## src/rtl/rom_sdram_loader.sv

```systemverilog
// rom_sdram_loader
//   Turns the byte-serial ROM download stream from data_io into 16-bit word
//   writes on an SDRAM port that uses a toggle req/ack handshake. Bytes are
//   paired into words in a hold register, completed words are queued in a
//   small FIFO, and a single issue FSM drains the FIFO one transaction at a
//   time. rom_loaded is raised only after every byte has reached SDRAM.
//
// Ports
//   clk_sys      in   system clock
//   reset        in   synchronous, active-high reset
//   ioctl_downl  in   download active
//   ioctl_index  in   download target index (only ROM_INDEX is accepted)
//   ioctl_wr     in   byte strobe, rising edge = one byte
//   ioctl_addr   in   byte address; [23:1] word address, [0] byte lane
//   ioctl_dout   in   byte data
//   port1_req    out  request toggle
//   port1_ack    in   ack toggle; transaction done when ack == req
//   port1_a      out  word address
//   port1_ds     out  byte enables ([1] = d[15:8], [0] = d[7:0])
//   port1_d      out  write data
//   port1_we     out  write enable (high only while a write is outstanding)
//   busy         out  hold, FIFO or transaction outstanding
//   overflow     out  sticky, a word was dropped because the FIFO was full
//   rom_loaded   out  sticky, download finished and fully written
module rom_sdram_loader #(
   parameter int unsigned FIFO_DEPTH = 4,
   parameter logic [7:0]  ROM_INDEX  = 8'd0
) (
   input  logic        clk_sys,
   input  logic        reset,
   input  logic        ioctl_downl,
   input  logic [7:0]  ioctl_index,
   input  logic        ioctl_wr,
   input  logic [24:0] ioctl_addr,
   input  logic [7:0]  ioctl_dout,
   output logic        port1_req,
   input  logic        port1_ack,
   output logic [22:0] port1_a,
   output logic [1:0]  port1_ds,
   output logic [15:0] port1_d,
   output logic        port1_we,
   output logic        busy,
   output logic        overflow,
   output logic        rom_loaded
);
   localparam int unsigned AW = (FIFO_DEPTH > 1) ? $clog2(FIFO_DEPTH) : 1;

   typedef enum logic {S_IDLE, S_WAIT} state_t;

   state_t      r_state;
   logic        r_wr_prev;
   logic        r_downl_prev;
   logic        r_seen;
   logic        r_hold_vld;
   logic [22:0] r_hold_a;
   logic [15:0] r_hold_d;
   logic [1:0]  r_hold_ds;
   logic [22:0] r_fifo_a  [FIFO_DEPTH];
   logic [15:0] r_fifo_d  [FIFO_DEPTH];
   logic [1:0]  r_fifo_ds [FIFO_DEPTH];
   logic [AW:0] r_wptr;
   logic [AW:0] r_rptr;

   logic        w_accept;
   logic        w_fall;
   logic        w_rise;
   logic [22:0] w_waddr;
   logic [1:0]  w_lane_ds;
   logic [15:0] w_lane_d;
   logic [1:0]  w_merge_ds;
   logic [15:0] w_merge_d;
   logic        w_push;
   logic [22:0] w_push_a;
   logic [15:0] w_push_d;
   logic [1:0]  w_push_ds;
   logic        w_hold_vld_n;
   logic [22:0] w_hold_a_n;
   logic [15:0] w_hold_d_n;
   logic [1:0]  w_hold_ds_n;
   logic        w_empty;
   logic        w_full;
   logic        w_pop;
   logic        w_push_ok;
   logic        w_drop;
   logic        w_unused_addr_msb;

   assign w_unused_addr_msb = ioctl_addr[24];

   assign w_accept  = ioctl_wr && !r_wr_prev && ioctl_downl && (ioctl_index == ROM_INDEX);
   assign w_fall    = r_downl_prev && !ioctl_downl;
   assign w_rise    = !r_downl_prev && ioctl_downl;
   assign w_waddr   = ioctl_addr[23:1];
   assign w_lane_ds = ioctl_addr[0] ? 2'b10 : 2'b01;
   assign w_lane_d  = ioctl_addr[0] ? {ioctl_dout, 8'h00} : {8'h00, ioctl_dout};
   assign w_merge_ds = r_hold_ds | w_lane_ds;
   assign w_merge_d  = ioctl_addr[0] ? {ioctl_dout, r_hold_d[7:0]} : {r_hold_d[15:8], ioctl_dout};

   // Hold register next state and the (at most one) FIFO push per cycle.
   always_comb begin
      w_push       = 1'b0;
      w_push_a     = r_hold_a;
      w_push_d     = r_hold_d;
      w_push_ds    = r_hold_ds;
      w_hold_vld_n = r_hold_vld;
      w_hold_a_n   = r_hold_a;
      w_hold_d_n   = r_hold_d;
      w_hold_ds_n  = r_hold_ds;
      if (w_accept) begin
         if (r_hold_vld && (r_hold_a == w_waddr) && ((r_hold_ds & w_lane_ds) == 2'b00)) begin
            if (w_merge_ds == 2'b11) begin
               // Word complete: push the merged word directly, hold empties.
               w_push       = 1'b1;
               w_push_d     = w_merge_d;
               w_push_ds    = 2'b11;
               w_hold_vld_n = 1'b0;
            end else begin
               w_hold_d_n  = w_merge_d;
               w_hold_ds_n = w_merge_ds;
            end
         end else begin
            // New word: evict any partial word first, then start a new one.
            w_push       = r_hold_vld;
            w_hold_vld_n = 1'b1;
            w_hold_a_n   = w_waddr;
            w_hold_d_n   = w_lane_d;
            w_hold_ds_n  = w_lane_ds;
         end
      end else if (w_fall && r_hold_vld) begin
         // End of download: flush the trailing partial word.
         w_push       = 1'b1;
         w_hold_vld_n = 1'b0;
      end
   end

   assign w_empty   = (r_wptr == r_rptr);
   assign w_full    = (r_wptr[AW] != r_rptr[AW]) && (r_wptr[AW-1:0] == r_rptr[AW-1:0]);
   assign w_pop     = (r_state == S_IDLE) && !w_empty && (port1_req == port1_ack);
   // A pop in the same cycle frees the slot, so a push while full still fits.
   assign w_push_ok = w_push && (!w_full || w_pop);
   assign w_drop    = w_push && w_full && !w_pop;
   assign busy      = r_hold_vld || !w_empty || (r_state == S_WAIT);

   always_ff @(posedge clk_sys) begin
      if (w_push_ok) begin
         r_fifo_a[r_wptr[AW-1:0]]  <= w_push_a;
         r_fifo_d[r_wptr[AW-1:0]]  <= w_push_d;
         r_fifo_ds[r_wptr[AW-1:0]] <= w_push_ds;
      end
   end

   always_ff @(posedge clk_sys) begin
      if (reset) begin
         // Sample live strobes so a level held through reset is not seen as an edge.
         r_wr_prev    <= ioctl_wr;
         r_downl_prev <= ioctl_downl;
         r_seen       <= 1'b0;
         r_hold_vld   <= 1'b0;
         r_hold_a     <= '0;
         r_hold_d     <= '0;
         r_hold_ds    <= '0;
         r_wptr       <= '0;
         r_rptr       <= '0;
         r_state      <= S_IDLE;
         port1_req    <= port1_ack;
         port1_a      <= '0;
         port1_ds     <= '0;
         port1_d      <= '0;
         port1_we     <= 1'b0;
         overflow     <= 1'b0;
         rom_loaded   <= 1'b0;
      end else begin
         r_wr_prev    <= ioctl_wr;
         r_downl_prev <= ioctl_downl;
         r_hold_vld   <= w_hold_vld_n;
         r_hold_a     <= w_hold_a_n;
         r_hold_d     <= w_hold_d_n;
         r_hold_ds    <= w_hold_ds_n;
         if (w_push_ok) r_wptr <= r_wptr + 1'b1;
         if (w_pop)     r_rptr <= r_rptr + 1'b1;

         if (w_drop)      overflow <= 1'b1;
         else if (w_rise) overflow <= 1'b0;

         if (w_fall)      r_seen <= 1'b1;
         else if (w_rise) r_seen <= 1'b0;

         if (w_rise)                                   rom_loaded <= 1'b0;
         else if (!ioctl_downl && !busy && r_seen)     rom_loaded <= 1'b1;

         case (r_state)
            S_IDLE: begin
               port1_we <= 1'b0;
               if (w_pop) begin
                  port1_a   <= r_fifo_a[r_rptr[AW-1:0]];
                  port1_ds  <= r_fifo_ds[r_rptr[AW-1:0]];
                  port1_d   <= r_fifo_d[r_rptr[AW-1:0]];
                  port1_we  <= 1'b1;
                  port1_req <= ~port1_req;
                  r_state   <= S_WAIT;
               end
            end
            S_WAIT: begin
               if (port1_ack == port1_req) begin
                  port1_we <= 1'b0;
                  r_state  <= S_IDLE;
               end
            end
            default: r_state <= S_IDLE;
         endcase
      end
   end
endmodule
```

## config.mk

```make
export PLATFORM = sky130hd
export DESIGN_NAME = rom_sdram_loader
export DESIGN_NICKNAME = d
export VERILOG_FILES = /design/src/rtl/rom_sdram_loader.sv
export SDC_FILE = /design/constraint.sdc
export NUM_CORES = 1
export LEC_CHECK = 0
export CORE_MARGIN = 3
export CORE_UTILIZATION = 36
export CTS_BUF_LIST = sky130_fd_sc_hd__clkbuf_8 sky130_fd_sc_hd__clkbuf_16
export DETAILED_ROUTE_END_ITERATION = 12
export PLACE_DENSITY_LB_ADDON = 0.05
export SLEW_MARGIN = 10
export SYNTH_ARGS = -nofsm -noshare
export SYNTH_HDL_FRONTEND = slang
export SYNTH_SLANG_ARGS = --single-unit
export TNS_END_PERCENT = 1
```

## constraint.sdc

```tcl
create_clock -name clk_sys -period 4.9 [get_ports clk_sys]
set_input_delay 0.49 -clock clk_sys [delete_from_list [all_inputs] [get_ports clk_sys]]
set_output_delay 0.49 -clock clk_sys [all_outputs]
set_load 0.01 [all_outputs]
```

[After elaboration in Yosys (flattened, before gate mapping)]
Memories as Yosys holds them, arrays and structs flattened. A register that Yosys moved wholly into a read port is not among the register bits.
Index checks and enable logic that the tools add are counted.
Storage, ports and cells
  memory bits (read-only): 0
  memories kept: 3
  output and inout port bits: 46
  word-level logic and storage cells: 107
  memory bits (writable): 164
  bits in latches: 0
  input bits: 46
  bits in registers: 56
Cells by class
  divide/modulo/power cells: 0
  add/sub/neg operators: 2
  equal/unequal tests: 11
  bitwise logic cells: 5
  $mul: 0
  muxes and demuxes: 34
  reduce and logical (&&, ||, !) cells: 38
  $lt $le $gt $ge: 0
  shifts and indexed selects: 0
Memories
  r_fifo_a: words 4, bits a word 23, rd ports 1, clocked after memory_dff 1, wr ports 1, line 58  | logic [22:0] r_fifo_a [FIFO_DEPTH];
  r_fifo_d: words 4, bits a word 16, rd ports 1, clocked after memory_dff 1, wr ports 1, line 59  | logic [15:0] r_fifo_d [FIFO_DEPTH];
  r_fifo_ds: words 4, bits a word 2, rd ports 1, clocked after memory_dff 1, wr ports 1, line 60  | logic [1:0] r_fifo_ds [FIFO_DEPTH];
Operators with widths (number)
  $mux 16: 7
  $eq 23x23->1: 1
  $mux 1: 19
  $logic_and 1x1->1: 16
  $mux 2: 6
  $reduce_and 2->1: 5
  $logic_not 8->1: 1
  $reduce_bool 2->1: 4
  $logic_not 1->1: 7
  $add 3x1->3 const B: 2
  $ne 2x2->1 const B: 2
  $pmux 1 s2: 2
  $eq 3x3->1: 1
  $logic_or 1x1->1: 3
  $ne 3x2->1 const B: 1
  $not 1->1: 3
  $and 2x2->2: 1
  $eq 1x1->1: 2
  $eq 2x2->1: 1
  $eq 2x2->1 const B: 1
  $logic_not 2->1: 1
  $ne 2x1->1 const B: 1
  $or 2x2->2: 1
  $reduce_or 2->1: 1
  $ne 1x1->1: 1

[Logic depth before layout (Yosys ltp)]
  word-level depth: 9
  depth in mapped cells: 8

[Least setup slack after synthesis]
OpenSTA, ideal clock, no wires.
  path type: in2reg
  from: in ioctl_index[1]
  to: reg r_wptr[2]
  slack: 1.347 ns
  required time: 4.776 ns
  arrival: 3.429 ns
  buffers on the path: 0
  stages: 5
  library setup time: 0.124 ns
  cell sequence: nor4_4 -> nand3_2 -> a21o_2 -> a211oi_2 -> mux2_1
Between the ends
  word-level cells in the longest chain between the ends: 4
Ends and longest elaborated chain
  start: declaration: line 32  | input logic [7:0] ioctl_index,
  $logic_not 8->1: line 89  | assign w_accept = ioctl_wr && !r_wr_prev && ioctl_downl && (ioctl_index == ROM_INDEX);
  $logic_and 1x1->1: line 89
  $mux 1: line 108  | if (w_accept) begin
  $logic_and 1x1->1: line 139  | assign w_push_ok = w_push && (!w_full || w_pop);
  end signal: assignment: line 178  | if (w_push_ok) r_wptr <= r_wptr + 1'b1;
  end: declaration: line 61  | logic [AW:0] r_wptr;
Every way passes these cells.
A chain may end at the register's enable or synchronous reset.

[Worst setup path after layout]
  from: in ioctl_index[5]
  to: mem r_fifo_d[0][4], enable pin
Between the ends
  word-level cells in the longest chain between the ends: 6
Ends and longest elaborated chain
  $logic_not 8->1: line 89
  $logic_and 1x1->1: line 89
  $mux 1: line 108
  $logic_and 1x1->1: line 139
  $mux 1: line 144  | if (w_push_ok) begin
  $mux 1 (not written as such): line 146  | r_fifo_d[r_wptr[AW-1:0]] <= w_push_d;
  end: declaration: line 59
Every way passes these cells.

==> out/qor.csv <==
metric;value;unit
outcome;completed;
die_height;173.7;um
setup_viol;0;
dr_total_vias;5697;
p_leak;3.797;nW
synth_cell_types;47;
htreeDepth;1;
cts_tree;done;
dr.pass1.iters;5;
synth-seq-cells;261;
cp_data_required_time;5.13;ns
drt-total-wl;22.65;mm
die_w;173.7;um
ir_worst_vdd;0.2132;mV
drt_iter0_drc;298;
async_reset_ff_frac;0;
synth_common_cells;edfxtp_1, dfxtp_1, nand2_1;
synth_top_cell_area_share;0.4892;
syn-num-nets;717;
path_class;in2reg;
setup_ws;1.953;ns
r2r_start;r_hold_a[16];
finalClockSkew;0.007972;ns
gp_congestion;0.7148;
clock_latency;0.54;ns
power_density;372.0;mW/mm^2
cp-end-kind;flop;
cts_resized;0;
insertedDiodeCount;0;
worstHoldPathCells;1;
cts_buffers;29;
grt_pass1_vias;6035;
hp-start;ioctl_wr;
r2r_slack;2.03;ns
tightest_slew;1.114;ns
yosys.area.top_type;edfxtp_1;
placementRows;60;
ctsHoldBuffers;0;
grt_max_degree;89;
synth-edff-count;165;
grt_setup_unrepaired;no;
layout_min_cycle_time;2.947;ns
grt_antenna_before_repair;0;
hp-class;in2reg;
area_delta_synth_final;23.25;%
yosysWarningCount;0;
syn_area;0.01013;mm^2
cp.arrival;3.17;ns
start_kind;primary input;
slowest_delay;0.58;ns
ys.flop_type;edfxtp_1;
grt_util_all_layers;0.1495;
finalSetupTns;0;ns
maxSlewViolCount;0;
cts.sinks;261;
synth_most_common_cell;edfxtp_1;
dpl_worst_slack;1.353;ns
path_max_fanout;25;
hold_path_end;r_wr_prev;
hold_violations;0;
reg2reg_depth;7;
final_nets;817;
drv_cap;0;
ant_nets;0;
io_buffers;90;
cp_cell_sequence;clkdlybuf4s50_1 > nor3_1 > nand3_2 > nor2b_1 > a31oi_1 > a21oi_2 > and2_2 > buf_12;
place_hpwl;13.81;mm
relSlewSlack;0.2576;
post-route-period-util;0.6014;
coreArea;0.02733;mm^2
avgSynthCellArea;15.25;um^2
cts-root-buf;clkbuf_16;
ios;92;
drive_gt1_frac;0.1652;
routedWlPerCell;19.54;um
yosys-top-cells-area;edfxtp_1, dfxtp_1, mux4_2;
max_freq;0.3393;GHz
ctsLongestPathBuffers;3;
dieArea;0.03018;mm^2
worstReg2RegEnd;r_fifo_d[1][1];
cp_slowest_cell;and2_2;
netlist_instances;664;
cts_setup_buffers;0;
clk_pin_slew_worst_paths;0.06;ns
drc_errors;0;
ys_seq_area_frac;0.6789;
via_per_inst;4.915;
grt_overflow;0;
initial_utilization;0.3707;
grt_pass1_wl;35.36;mm
## per-layer routing
layer  GRT usage  vias up  wire [um]
met5           0        -          0
met4     0.03318        0        326
met3     0.02562       29        906
met2      0.2595      103      11340
met1      0.1973     2886      10070
li1            -     2679          -
## cell families after synthesis
| logic type | Yosys count | synth area share |
|---|---|---|
| flip-flops | 261 | 0.6789 |
| buffers and inverters | 38 | 0.01754 |
| XOR/XNOR | 29 | 0.02508 |
| adder cells (fa/ha/maj) | 7 | 0.008647 |
| AO/OA/AOI/OAI | 79 | 0.05040 |
| multiplexers | 86 | 0.1410 |
| AND/OR/NAND/NOR | 164 | 0.07844 |
## cells in the final DEF, fill, tap and decap left out, types with 2 or more instances in the layout
cell,n
a211oi_2,2
a21oi_1,48
a22o_1,16
a31oi_1,3
and2_2,3
buf_12,3
buf_4,9
bufinv_16,5
clkbuf_16,29
clkbuf_8,3
clkdlybuf4s50_1,89
clkinv_1,4
clkinv_2,5
dfxtp_1,94
dfxtp_2,2
edfxtp_1,165
ha_1,7
inv_1,11
mux2_1,10
mux2_4,8
mux2i_1,26
mux4_2,41
nand2_1,90
nand2b_1,4
nand3_1,2
nand4_1,7
nor2_1,37
nor2b_1,2
nor3_1,2
nor3_4,2
nor4_4,3
o21ai_0,2
or2_1,2
xnor2_1,26
xor2_1,3
## state kept, by name (all words and copies together) (netlist names), 2 cells and up
name / cells
port1_a: 23
port1_d: 16
port1_ds: 2
r_fifo_a: 92
r_fifo_d: 64
r_fifo_ds: 8
r_hold_a: 23
r_hold_d: 16
r_hold_ds: 2
r_rptr: 3
r_wptr: 3
## worst max-delay path: cells and delay by family
family / cells / cell delay (ns)
buffers and inverters: 2 / 0.69
and+or+nand+nor: 4 / 1.53
AOI/OAI and AO/OA: 2 / 0.44
## worst max path at each step
stage                   startpoint              to  slack (ns)  cells after the start
finish              ioctl_index[5]  r_fifo_d[0][4]        1.95                      8
global route        ioctl_index[5]  r_fifo_d[1][6]        1.70                      8
CTS                 ioctl_index[5]  r_fifo_d[1][1]        1.92                      8
detailed placement  ioctl_index[5]  r_fifo_d[1][0]        1.35                      8
global placement    ioctl_index[5]  r_fifo_d[1][4]        1.43                      8
floorplan           ioctl_index[1]       r_wptr[2]        1.35                      5
## report_power, final
group          switching, mW  internal [mW]  leakage, nW
clock                  0.851           1.38        0.511
sequential           0.00164           2.31         2.11
combinational         0.0481         0.0484         1.18
## through the flow
step | std cells | hold slack (ns) | utilization | total power, mW | instance area (um^2)
5_1_grt | 1159 | 0.4202 | 0.4568 | 4.806 | 12480
2_1_floorplan | 664 | 0.4385 | - | 2.397 | 10130
6_report | 1159 | 0.4314 | 0.4568 | 4.643 | 12480
4_1_cts | 1159 | 0.4050 | 0.4568 | 4.715 | 12480
3_5_place_dp | 1105 | 0.4466 | 0.4202 | 2.460 | 11480
3_3_place_gp | 1105 | 0.4428 | 0.4202 | 2.458 | 11480
## layout make-up
class	instances	area, um^2
fill	2454	14840
sequential	261	6879
multi-input combinational	365	3097
timing repair buffer	101	1018
clock buffer	32	767.0
tap	372	465.4
clock inverter	22	234.0
inverter	6	22.52
Power figures use the tool's default switching activity.
==> variant 1 (config.mk and constraints unchanged) <==
Register the output `overflow` once more, without a reset; this adds one clock of latency there. The other outputs are not delayed to match.
--- a/src/rtl/rom_sdram_loader.sv
+++ b/src/rtl/rom_sdram_loader.sv
@@ -49,2 +49,4 @@
 
+   logic overflow_s0;
+
    state_t      r_state;
@@ -168,3 +170,3 @@
          port1_we     <= 1'b0;
-         overflow     <= 1'b0;
+         overflow_s0  <= 1'b0;
          rom_loaded   <= 1'b0;
@@ -180,4 +182,4 @@
 
-         if (w_drop)      overflow <= 1'b1;
-         else if (w_rise) overflow <= 1'b0;
+         if (w_drop)      overflow_s0 <= 1'b1;
+         else if (w_rise) overflow_s0 <= 1'b0;
 
@@ -211,2 +213,6 @@
    end
+   always_ff @(posedge clk_sys) begin
+      overflow <= overflow_s0;
+   end
+
 endmodule
Check against the original RTL: no difference found for any inputs over 4 cycles, from zero or initial values and one cycle with reset high; that may be too few to reach the edited logic, so the function may still have changed.
==> variant 1 against the unedited design <==
Design area down 0.78%; register-to-register slack better by 0.06 ns; core utilization down 0.36 points; cell count up 0.17%; area after synthesis up 0.20%; die area up 0.19%; power down 4.5%; clock power down 9.9%; combinational power up 2%; worst setup slack worse by 0.077 ns; routed wire length down 1.1%; sequential cell count up 1; largest cell class unchanged.
==> variant 1: results (changes against the unedited design) <==
| Metric | Value |
|---|---|
| Outcome | finished clean (unchanged) |
| Synth warn | 0 (unchanged) |
| Antenna cells | 0 (unchanged) |
| I/O Buffers | 90 (unchanged) |
| Num CTS Buffers | 29 (unchanged) |
| Final Non-Filler Cells | 1161 (was 1159) |
| Largest net degree at the start of global routing | 59 (was 89) |
| Number of synthesized flops with an enable pin | 165 (unchanged) |
| Leak | 3.759 nW (was 3.797 nW) |
| GR Overflow Total | 0 (unchanged) |
| Via Count | 5676 (was 5697) |
| Vias in the first global route | 5970 (was 6035) |
| CP max FO | 20 (was 25) |
| Post-synthesis compound-gate area fraction | 5.030% (was 5.040%) |
| Final Wtd Congestion | 0.7015 (was 0.7148) |
| Initial antenna violation count | 0 (unchanged) |
| Library cells used by synthesis | 47 (unchanged) |
| Crit path DAT | 3.24 ns (was 3.17 ns) |
| Post-Synth Adder-Cell Area | 0.8630% (was 0.8647%) |
| Synth area leaders | edfxtp_1 49%, dfxtp_1 19%, mux4_2 9.1%, nand2_1 3.3%, mux2i_1 2.6% (unchanged) |
| Syn Nets | 718 (was 717) |
| Number of flip-flops in the largest register | 92 (unchanged) |
| Post-placement cell count | 1108 (was 1105) |
| Ys flop type | edfxtp_1 (unchanged) |
| Nets | 820 (was 817) |
| Post-CTS sizing | 0 (unchanged) |
| GRT Util Overall | 14.73% (was 14.95%) |
| Mux cell area share after synthesis | 14.07% (was 14.10%) |
| Worst VDD drop | 0.2018 mV (was 0.2132 mV) |
| Worst-path clk slew | 0.06 ns (about the same) |
| CTS Root Cell | clkbuf_16 (unchanged) |
| Slew Limit Fails | 0 (unchanged) |
| Ys async rst share | 0% (unchanged) |
| DP HPWL | 13740 um (was 13810 um) |
| Wire per inst | 19.29 um (was 19.54 um) |
| First-pass GRT wire length | 34850 um (was 35360 um) |
| CTS H-tree depth | 1 (unchanged) |
| Drt pass-1 iters | 4 (was 5) |
| Slew headroom | 37.52% (was 25.76%) |
| Layout cells sized above 1 | 16.48% (was 16.52%) |
| Worst hold path type | reg -> reg (was in -> reg) |
| Worst-skew pair later-pin latency | 0.53 ns |
| Clock Tree Buf Depth | 3 (unchanged) |
| Post-CTS setup buffer count | 0 (unchanged) |
| Synthesized instance count | 665 (was 664) |
| Clock Skew | 0.007718 ns (was 0.007972 ns) |
| Top cells by count, synth | 165 x edfxtp_1, 97 x dfxtp_1, 90 x nand2_1, 48 x a21oi_1, 41 x mux4_2 (was 165 x edfxtp_1, 96 x dfxtp_1, 90 x nand2_1, 48 x a21oi_1, 41 x mux4_2) |
| XOR/XNOR share of the synthesized area | 2.503% (was 2.508%) |
| Initial DRC count | 289 (was 298) |
| Post-synthesis sequential area ratio | 67.96% (was 67.89%) |
variant 1: cell types whose count changed in the layout (fill, tap and decap cells not counted):
| cell | change |
|---|---|
| buf_4 | +4 |
| bufinv_16 | -4 |
| buf_12 | -2 |
| clkinv_2 | +2 |
| clkinv_1 | +1 |
| clkinv_4 | -1 |
| clkinvlp_4 | +1 |
| dfxtp_1 | +1 |
variant 1: worst max-delay path, cell delays in order:
cell and delay (ns):
clkdlybuf4s50_1 0.40, nor3_1 0.49, nand3_2 0.25, nor2b_1 0.20
a31oi_1 0.13, a21oi_2 0.30, and2_2 0.59, buf_4 0.36
variant 1: area by class of cell:
cell class	count	area, um^2
Clock buffer	32	767.0
Clock inverter	21	126.4
Fill cell	2460	14940
Inverter	6	22.52
Multi-Input combinational cell	365	3097
Sequential cell	262	6899
Tap cell	372	465.4
Timing Repair Buffer	103	1008
variant 1: power by group:
part           switching (mW)  total [mW]  internal [mW]
Clock                   0.843        2.01           1.17
Combinational          0.0496      0.0985         0.0489
Sequential            0.00163        2.32           2.32
variant 1: path summary, 6_finish.rpt:
kind                        from               to  slack [ns]  cells past startpoint
hold reg to reg      overflow_s0         overflow        0.36                      0
setup / recovery  ioctl_index[5]  r_fifo_d[1][14]        1.88                      8
setup reg to reg    r_hold_a[16]  r_fifo_d[1][14]        2.09                      7
hold / removal       overflow_s0         overflow        0.36                      0
variant 1: metal layers:
layer  wire (um)  share of wire [%]  vias up  global-route usage [%]
li1            -                  -     2681                       -
met5           0                  0        -                       0
met3         959                4.3       27                   2.752
met1       10260                 46     2843                   20.17
met2       10860                 49      125                   24.51
met4         318                1.4        0                   3.385
variant 1: per-stage QoR:
stage | hold WS (ns) | utilization (%) | setup slack [ns] | power, mW | cell area (um^2)
floorplan | 0.3318 | - | 1.347 | 2.406 | 10150
global placement | 0.3468 | 42.06 | 1.293 | 2.468 | 11490
detailed placement | 0.3528 | 42.06 | 1.263 | 2.469 | 11490
CTS | 0.3612 | 45.33 | 1.817 | 4.494 | 12390
global route | 0.3719 | 45.33 | 1.650 | 4.593 | 12390
finish | 0.3579 | 45.33 | 1.876 | 4.433 | 12390
variant 1: logic make-up (layout without fill, tap and decap cells):
group           after synthesis  count (layout)
flops                       262             262
simple gates                164             164
mux                          86              86
compound gates               79              79
buf+inv                      38             162
xor+xnor                     29              29
fa+ha+maj                     7               7
==> variant 2 (same flow settings) <==
Made on the original files. `FIFO_DEPTH`: 4 -> 2.
--- a/src/rtl/rom_sdram_loader.sv
+++ b/src/rtl/rom_sdram_loader.sv
@@ -25,3 +25,3 @@
 module rom_sdram_loader #(
-   parameter int unsigned FIFO_DEPTH = 4,
+   parameter int unsigned FIFO_DEPTH = 2,
    parameter logic [7:0]  ROM_INDEX  = 8'd0
Check against the original RTL: not equivalent (a bounded check fails within 10 cycles, from zero or initial values and one cycle with reset high).
==> variant 2 against the unedited design <==
Design area fell by 30%; global-route usage rose by 0.28 points; power fell by 33%; clock skew rose by 0.00076 ns; maximum frequency fell by 9.3%; sequential cell count fell by 84; routed wire length fell by 33%; critical path depth fell by 1; worst setup slack got worse by 0.30 ns; area after synthesis fell by 32%; largest power group unchanged; highest routed layer unchanged.
==> variant 2: results (changes against the unedited design) <==
| Metric | Value |
|---|---|
| Drt pass-1 iters | 4 (was 5) |
| Worst path slowest cell | nor3_1 (was and2_2) |
| Syn Nets | 584 (was 717) |
| Ys flop type | dfxtp_1 (was edfxtp_1) |
| Clock buffer count | 19 (was 32) |
| Number of flip-flops in the largest register | 46 (was 92) |
| Layout cells sized above 1 | 9.748% (was 16.52%) |
| Final Wtd Congestion | 0.6986 (was 0.7148) |
| Reg-to-reg slack, setup | 1.82 ns (was 2.03 ns) |
| Sequential share of cell area | 50.25% (was 55.11%) |
| Initial DRC count | 178 (was 298) |
| Crit-path max cell delay | 0.68 ns (was 0.58 ns) |
| Worst hold path type | reg -> reg (was in -> reg) |
| Origin of the worst min-delay path | r_hold_d[2] (was ioctl_wr) |
| Footprint of the multi-input gates | 2390 um^2 (was 3097 um^2) |
| Setup crit end | r_fifo_d[0][3] (was r_fifo_d[0][4]) |
| Outcome | finished clean (unchanged) |
| DRT met1 WL | 7489 um (was 10070 um) |
| Clock-cell share | 7.415% (was 8.018%) |
| Largest net degree at the start of global routing | 50 (was 89) |
| Post-synthesis sequential area ratio | 63.53% (was 67.89%) |
| Seq. pwr | 1.54 mW (was 2.31 mW) |
| Metal3 WL | 479 um (was 906 um) |
| Min-Delay Endpoint | r_hold_d[2] (was r_wr_prev) |
| Grt met1 use | 21.40% (was 19.73%) |
| Inverters | 5 (was 6) |
| Clock Skew | 0.008729 ns (was 0.007972 ns) |
| DP HPWL | 9948 um (was 13810 um) |
| R2R depth | 6 (was 7) |
| CTS H-tree depth | 4 (was 1) |
## variant 2: cell families after synthesis
group / Yosys count / share of synthesized area [%]
multiplexers: 84 / 12.52
AND/OR/NAND/NOR: 129 / 9.068
buffers and inverters: 38 / 2.235
XOR/XNOR: 30 / 3.816
AO/OA/AOI/OAI: 76 / 8.468
flip-flops: 177 / 63.53
adder cells (fa/ha/maj): 2 / 0.3634
## variant 2: through the flow
| step | cell area (um^2) | worst slack [ns] | cells |
|---|---|---|---|
| floorplan | 6885 | 0.2927 | 536 |
| global placement | 8061 | 1.281 | 833 |
| detailed placement | 8061 | 1.212 | 833 |
| CTS | 8707 | 1.671 | 865 |
| global route | 8707 | 1.370 | 865 |
| finish | 8707 | 1.650 | 865 |
## variant 2: worst register-to-register path: stages, from the launching register on
cell and delay, ns:
dfxtp_1 0.34, xnor2_1 0.34, nand4_1 0.21, nor3_1 0.68, nand2_1 0.21, and4bb_1 0.64
mux2_1 0.41
